## src/rtl/accel_sequencer.sv

```systemverilog
// Frame sequencer: walks each frame through LOAD -> PROC -> DRAIN -> IDLE,
// counts stream beats, enforces a PROC timeout and keeps sticky done/err status.
module accel_sequencer #(
  parameter int LEN_W   = 16,
  parameter int TIMEOUT = 4096,
  parameter int TO_W    = 13
) (
  input  logic             aclk,
  input  logic             areset,
  input  logic             cmd_start,
  input  logic             cmd_abort,
  input  logic             cmd_clear,
  input  logic [LEN_W-1:0] cfg_len,
  input  logic             in_beat,
  input  logic             in_last,
  input  logic             proc_done,
  input  logic             out_beat,
  output logic [1:0]       state,
  output logic             state_cnvt,
  output logic             load_en,
  output logic             proc_start,
  output logic             out_en,
  output logic             out_last,
  output logic [LEN_W-1:0] beat_cnt,
  output logic             busy,
  output logic             done,
  output logic [1:0]       err
);

  typedef enum logic [1:0] {IDLE = 2'b00, LOAD = 2'b01, PROC = 2'b10, DRAIN = 2'b11} st_t;

  localparam logic [TO_W-1:0] TO_LAST = TO_W'(TIMEOUT - 1);

  st_t             st, st_n;
  logic [LEN_W-1:0] len_q, len_n, beat_n, last_idx;
  logic [TO_W-1:0]  to_cnt, to_n;
  logic             done_n;
  logic [1:0]       err_n;

  assign last_idx = len_q - LEN_W'(1);
  assign state    = st;
  assign load_en  = (st == LOAD);
  assign out_en   = (st == DRAIN);
  assign busy     = (st != IDLE);
  assign out_last = (st == DRAIN) && (beat_cnt == last_idx);

  always_comb begin
    st_n   = st;
    beat_n = beat_cnt;
    len_n  = len_q;
    to_n   = to_cnt;
    done_n = done;
    err_n  = err;
    if (cmd_abort) begin
      // abort also swallows any start/clear issued in the same cycle
      if (st != IDLE) begin
        st_n   = IDLE;
        beat_n = '0;
      end
    end else begin
      if (cmd_clear && !(cmd_start && st == IDLE)) begin
        done_n = 1'b0;
        err_n  = 2'b00;
      end
      case (st)
        IDLE: if (cmd_start) begin
          if (cfg_len != '0) begin
            len_n  = cfg_len;
            beat_n = '0;
            done_n = 1'b0;
            err_n  = 2'b00;
            st_n   = LOAD;
          end else begin
            err_n = 2'b11;
          end
        end
        LOAD: if (in_beat) begin
          if (beat_cnt == last_idx) begin
            beat_n = '0;
            to_n   = '0;
            st_n   = PROC;
          end else if (in_last) begin
            err_n  = 2'b01;
            beat_n = '0;
            st_n   = IDLE;
          end else begin
            beat_n = beat_cnt + LEN_W'(1);
          end
        end
        PROC: begin
          to_n = to_cnt + TO_W'(1);
          // proc_start marks the entry cycle, where a stale proc_done is ignored
          if (proc_done && !proc_start) begin
            beat_n = '0;
            st_n   = DRAIN;
          end else if (to_cnt == TO_LAST) begin
            err_n = 2'b10;
            st_n  = IDLE;
          end
        end
        DRAIN: if (out_beat) begin
          if (out_last) begin
            done_n = 1'b1;
            beat_n = '0;
            st_n   = IDLE;
          end else begin
            beat_n = beat_cnt + LEN_W'(1);
          end
        end
        default: st_n = IDLE;
      endcase
    end
  end

  always_ff @(posedge aclk) begin
    if (areset) begin
      st         <= IDLE;
      beat_cnt   <= '0;
      len_q      <= '0;
      to_cnt     <= '0;
      done       <= 1'b0;
      err        <= 2'b00;
      state_cnvt <= 1'b0;
      proc_start <= 1'b0;
    end else begin
      st         <= st_n;
      beat_cnt   <= beat_n;
      len_q      <= len_n;
      to_cnt     <= to_n;
      done       <= done_n;
      err        <= err_n;
      state_cnvt <= (st_n != st);
      proc_start <= (st_n == PROC) && (st != PROC);
    end
  end

endmodule

```

## config.mk

```make
export PLATFORM = sky130hd
export DESIGN_NAME = accel_sequencer
export DESIGN_NICKNAME = d
export VERILOG_FILES = /design/src/rtl/accel_sequencer.sv
export SDC_FILE = /design/constraint.sdc
export NUM_CORES = 1
export LEC_CHECK = 0
export BUFFER_PORTS_ARGS = -buffer_cell sky130_fd_sc_hd__buf_2
export CAP_MARGIN = 20
export CORE_MARGIN = 5
export CORE_UTILIZATION = 50
export DETAILED_ROUTE_END_ITERATION = 6
export PLACE_DENSITY = 0.77
export SLEW_MARGIN = 20
export SYNTH_ARGS = -nofsm -noshare
export SYNTH_HDL_FRONTEND = slang
export SYNTH_SLANG_ARGS = --single-unit
```

## constraint.sdc

```tcl
create_clock -name aclk -period 3.3 [get_ports aclk]
set_input_delay 0.33 -clock aclk [delete_from_list [all_inputs] [get_ports aclk]]
set_output_delay 0.33 -clock aclk [all_outputs]
set_load 0.03 [all_outputs]
```

==> run summary <==
asr flop ratio synth: 0
I/O pins: 52
Synth area leader: dfxtp_1
critical path arrival: 2.77 ns
vias in the first global route: 2912
Net Switching: 397 µW
EDFF count, synth: 0
Total GRT Usage: 0.197
die height: 90.6 µm
Buffers on Ports: 51
Max Clock Freq: 322 MHz
Mean Syn Cell Area: 8.22 µm²
Pwr per Cell Area: 360 nW/µm²
largest net degree at the start of global routing: 42
Critical Path Stages: 8
Worst-Margin Slew: 0.843 ns
relative slew slack: 0.437
drt wl/cell: 15.7 µm
top_reg_cell synth: dfxtp_1
reg2reg end: beat_cnt[14]
CTS tree: done
dpl cells: 514
Max VDD drop: 177 µV
1st-pass router iterations: 5
crit end category: output pin
status: completed
commonest non-fill, non-tap cells in the layout: dfxtp_1, buf_2, nor2_1
Routability Congestion: 0.921
total number of vias: 3168
grt ovf: 0
sw frac: 0.299
Cell Area, Synth: 3250 µm²
root buffer cell: clkbuf_8
Hold/Removal Path Class: in -> reg
worst-path maximum fanout: 11
crit-path cells: nor4_4 > buf_4 > nand2_1 > or4_1 > a211oi_2 > o211ai_2 > nor2_1 > buf_2
core area: 6350 µm²
Syn Inst Count: 395
non-filler cells, final: 522
Inserted Diodes: 0
post-route cell area: 3690 µm²
commonest non-fill, non-tap cell in the layout: dfxtp_1
Worst Setup SP: len_q[2]
total of max-cap violations: 0
Clk pwr share: 0.285
Rows: 29
Fillers: 579
worst r2r src: len_q[0]
Synth cell types: 57
critical path startpoint category: flip-flop
initial core utilization: 0.511
Worst-Skew Late Latency: 0.31 ns
Routed WL: 8180 µm
crit-path leading delay family: simple AND/OR/NAND/NOR gates
Clock Sink Count: 52
Layout Nets: 476
final hold vios: 0
P_leak: 0.00152 µW
Die X-Extent: 90.6 µm
Syn Nets: 427
# hold bufs at CTS: 0
synth top area cells: dfxtp_1, xnor2_1, nor2_1
Pint: 931 µW
Setup TNS: 0 ns
Buf/Inv on CP: 2
final setup vio count: 0
Num CTS Buffers: 5
Clock Skew: 0.0127 ns
worst setup path class: reg -> out
RSZ-0062 raised after global routing: no
register area share after synthesis: 0.321
initial drt markers: 200
antenna violations before repair: 0
crit-path max cell delay: 0.58 ns
DRT antenna net count: 0
post-synth top area share: 0.321
slowest CP cell: nor4_4
Max Slew Vio Count: 0
R2R cell count: 11
HPWL after detailed placement: 6040 µm
clk buf depth: 2
die area: 8200 µm²
Synth warnings: 0
Yosys reg bits: 52
Final period util: 0.941
Placed Instance Area: 3580 µm²
capture point of the critical path: out_last
clock slew at reported path FFs: 0.09 ns
worst path required time: 2.97 ns
dpl ws: 0.223 ns
drt via density: 6.07
setup repair bufs after CTS: 0
reg-to-reg slack, setup: 0.25 ns
layout cell share with drive strength beyond 1: 0.175
H-tree levels: 2
Comb power frac: 0.216
Hold Slack: 0.271 ns
Area growth syn-to-layout: 13.6%
first-pass GRT wire length: 13900 µm
Sequential Power Share: 0.499
post-route minimum period: 3.10 ns
DRC errors left: 0
setup slack after layout: 0.196 ns
[timing repair]
item                                   4_1_cts  5_1_grt
resized for setup                            0        2
endpoints found under the hold margin        0        0
setup endpoints to repair                    0        3
[worst reg2reg max path, cell delays in order, from the launching register on]
cell,delay (ns)
dfxtp_1,0.43
inv_1,0.07
ha_1,0.24
nor2b_1,0.15
or3_1,0.37
a31o_2,0.26
nor4_4,0.35
and3_1,0.28
and4bb_1,0.23
buf_4,0.22
a41oi_1,0.25
a311oi_1,0.07
[metal layers]
layer  share of wire  routed length, µm  track usage  vias up
li1                -                  -            -     1553
met1            0.46               3780        0.272     1492
met2            0.47               3850        0.317      112
met3           0.057                463       0.0342       11
met4           0.011                 90       0.0471        0
met5               0                  0            0        -
[power by group through the flow]
stage	logic, µW	clock network, µW	registers [µW]
2_1_floorplan	202	0	677
3_3_place_gp	273	0	676
3_5_place_dp	278	0	677
4_1_cts	281	387	662
5_1_grt	314	410	665
6_report	287	378	663
[kinds of logic (layout without fill, tap and decap cells)]
logic type / Yosys count / count (layout) / share of synthesized area
AOI/OAI and AO/OA: 94 / 94 / 0.200
xor gates and xnor gates: 34 / 34 / 0.0918
DFF: 52 / 52 / 0.321
and+or+nand+nor: 162 / 162 / 0.269
buffers and inverters: 30 / 80 / 0.0424
muxes: 16 / 16 / 0.0493
adders and majority gates: 7 / 7 / 0.0270
[state kept, by name, summed over array words and instances (netlist names)]
| signal | count |
|---|---|
| beat_cnt | 16 |
| done | 1 |
| state | 2 |
| to_cnt | 13 |
| len_q | 16 |
| state_cnvt | 1 |
| proc_start | 1 |
| err | 2 |
[cell usage after synthesis (7+ instances only)]
| cell | n |
|---|---|
| clkbuf_1 | 13 |
| mux2i_1 | 16 |
| nand2_1 | 24 |
| nand3_1 | 12 |
| ha_1 | 7 |
| and3_1 | 13 |
| dfxtp_1 | 52 |
| xnor2_1 | 20 |
| nor2_1 | 46 |
| o21ai_0 | 14 |
| xor2_1 | 14 |
| nor4_1 | 8 |
| nor3_1 | 14 |
| a21oi_1 | 29 |
| inv_1 | 11 |
| nand2b_1 | 12 |
| a311oi_1 | 16 |
[final cells by class]
cell class                 count  area (µm²)  share of cell area
multi-input combinational    313        2090               0.566
inverter                      11        41.3              0.0112
timing repair buffer          61         330              0.0896
sequential                    52        1040               0.282
tap                           77        96.3              0.0261
clock buffer                   8        90.1              0.0244
[worst min path at each step]
stage                            from   endpoint  slack [ns]  cells after the start
final                     cfg_len[13]  len_q[13]        0.27                      3
after global placement           done       done        0.46                      2
after floorplan             to_cnt[3]  to_cnt[3]        0.47                      2
after global routing       cfg_len[4]   len_q[4]        0.28                      3
after detailed placement         done       done        0.47                      2
after CTS                 cfg_len[13]  len_q[13]        0.27                      3
[through the flow]
stage                      util  power [µW]
final                     0.580        1330
after global placement    0.563         949
after CTS                 0.577        1330
after detailed placement  0.563         955
after floorplan               -         879
after global routing      0.580        1390
No activity file was read; power rests on OpenSTA's default activity.
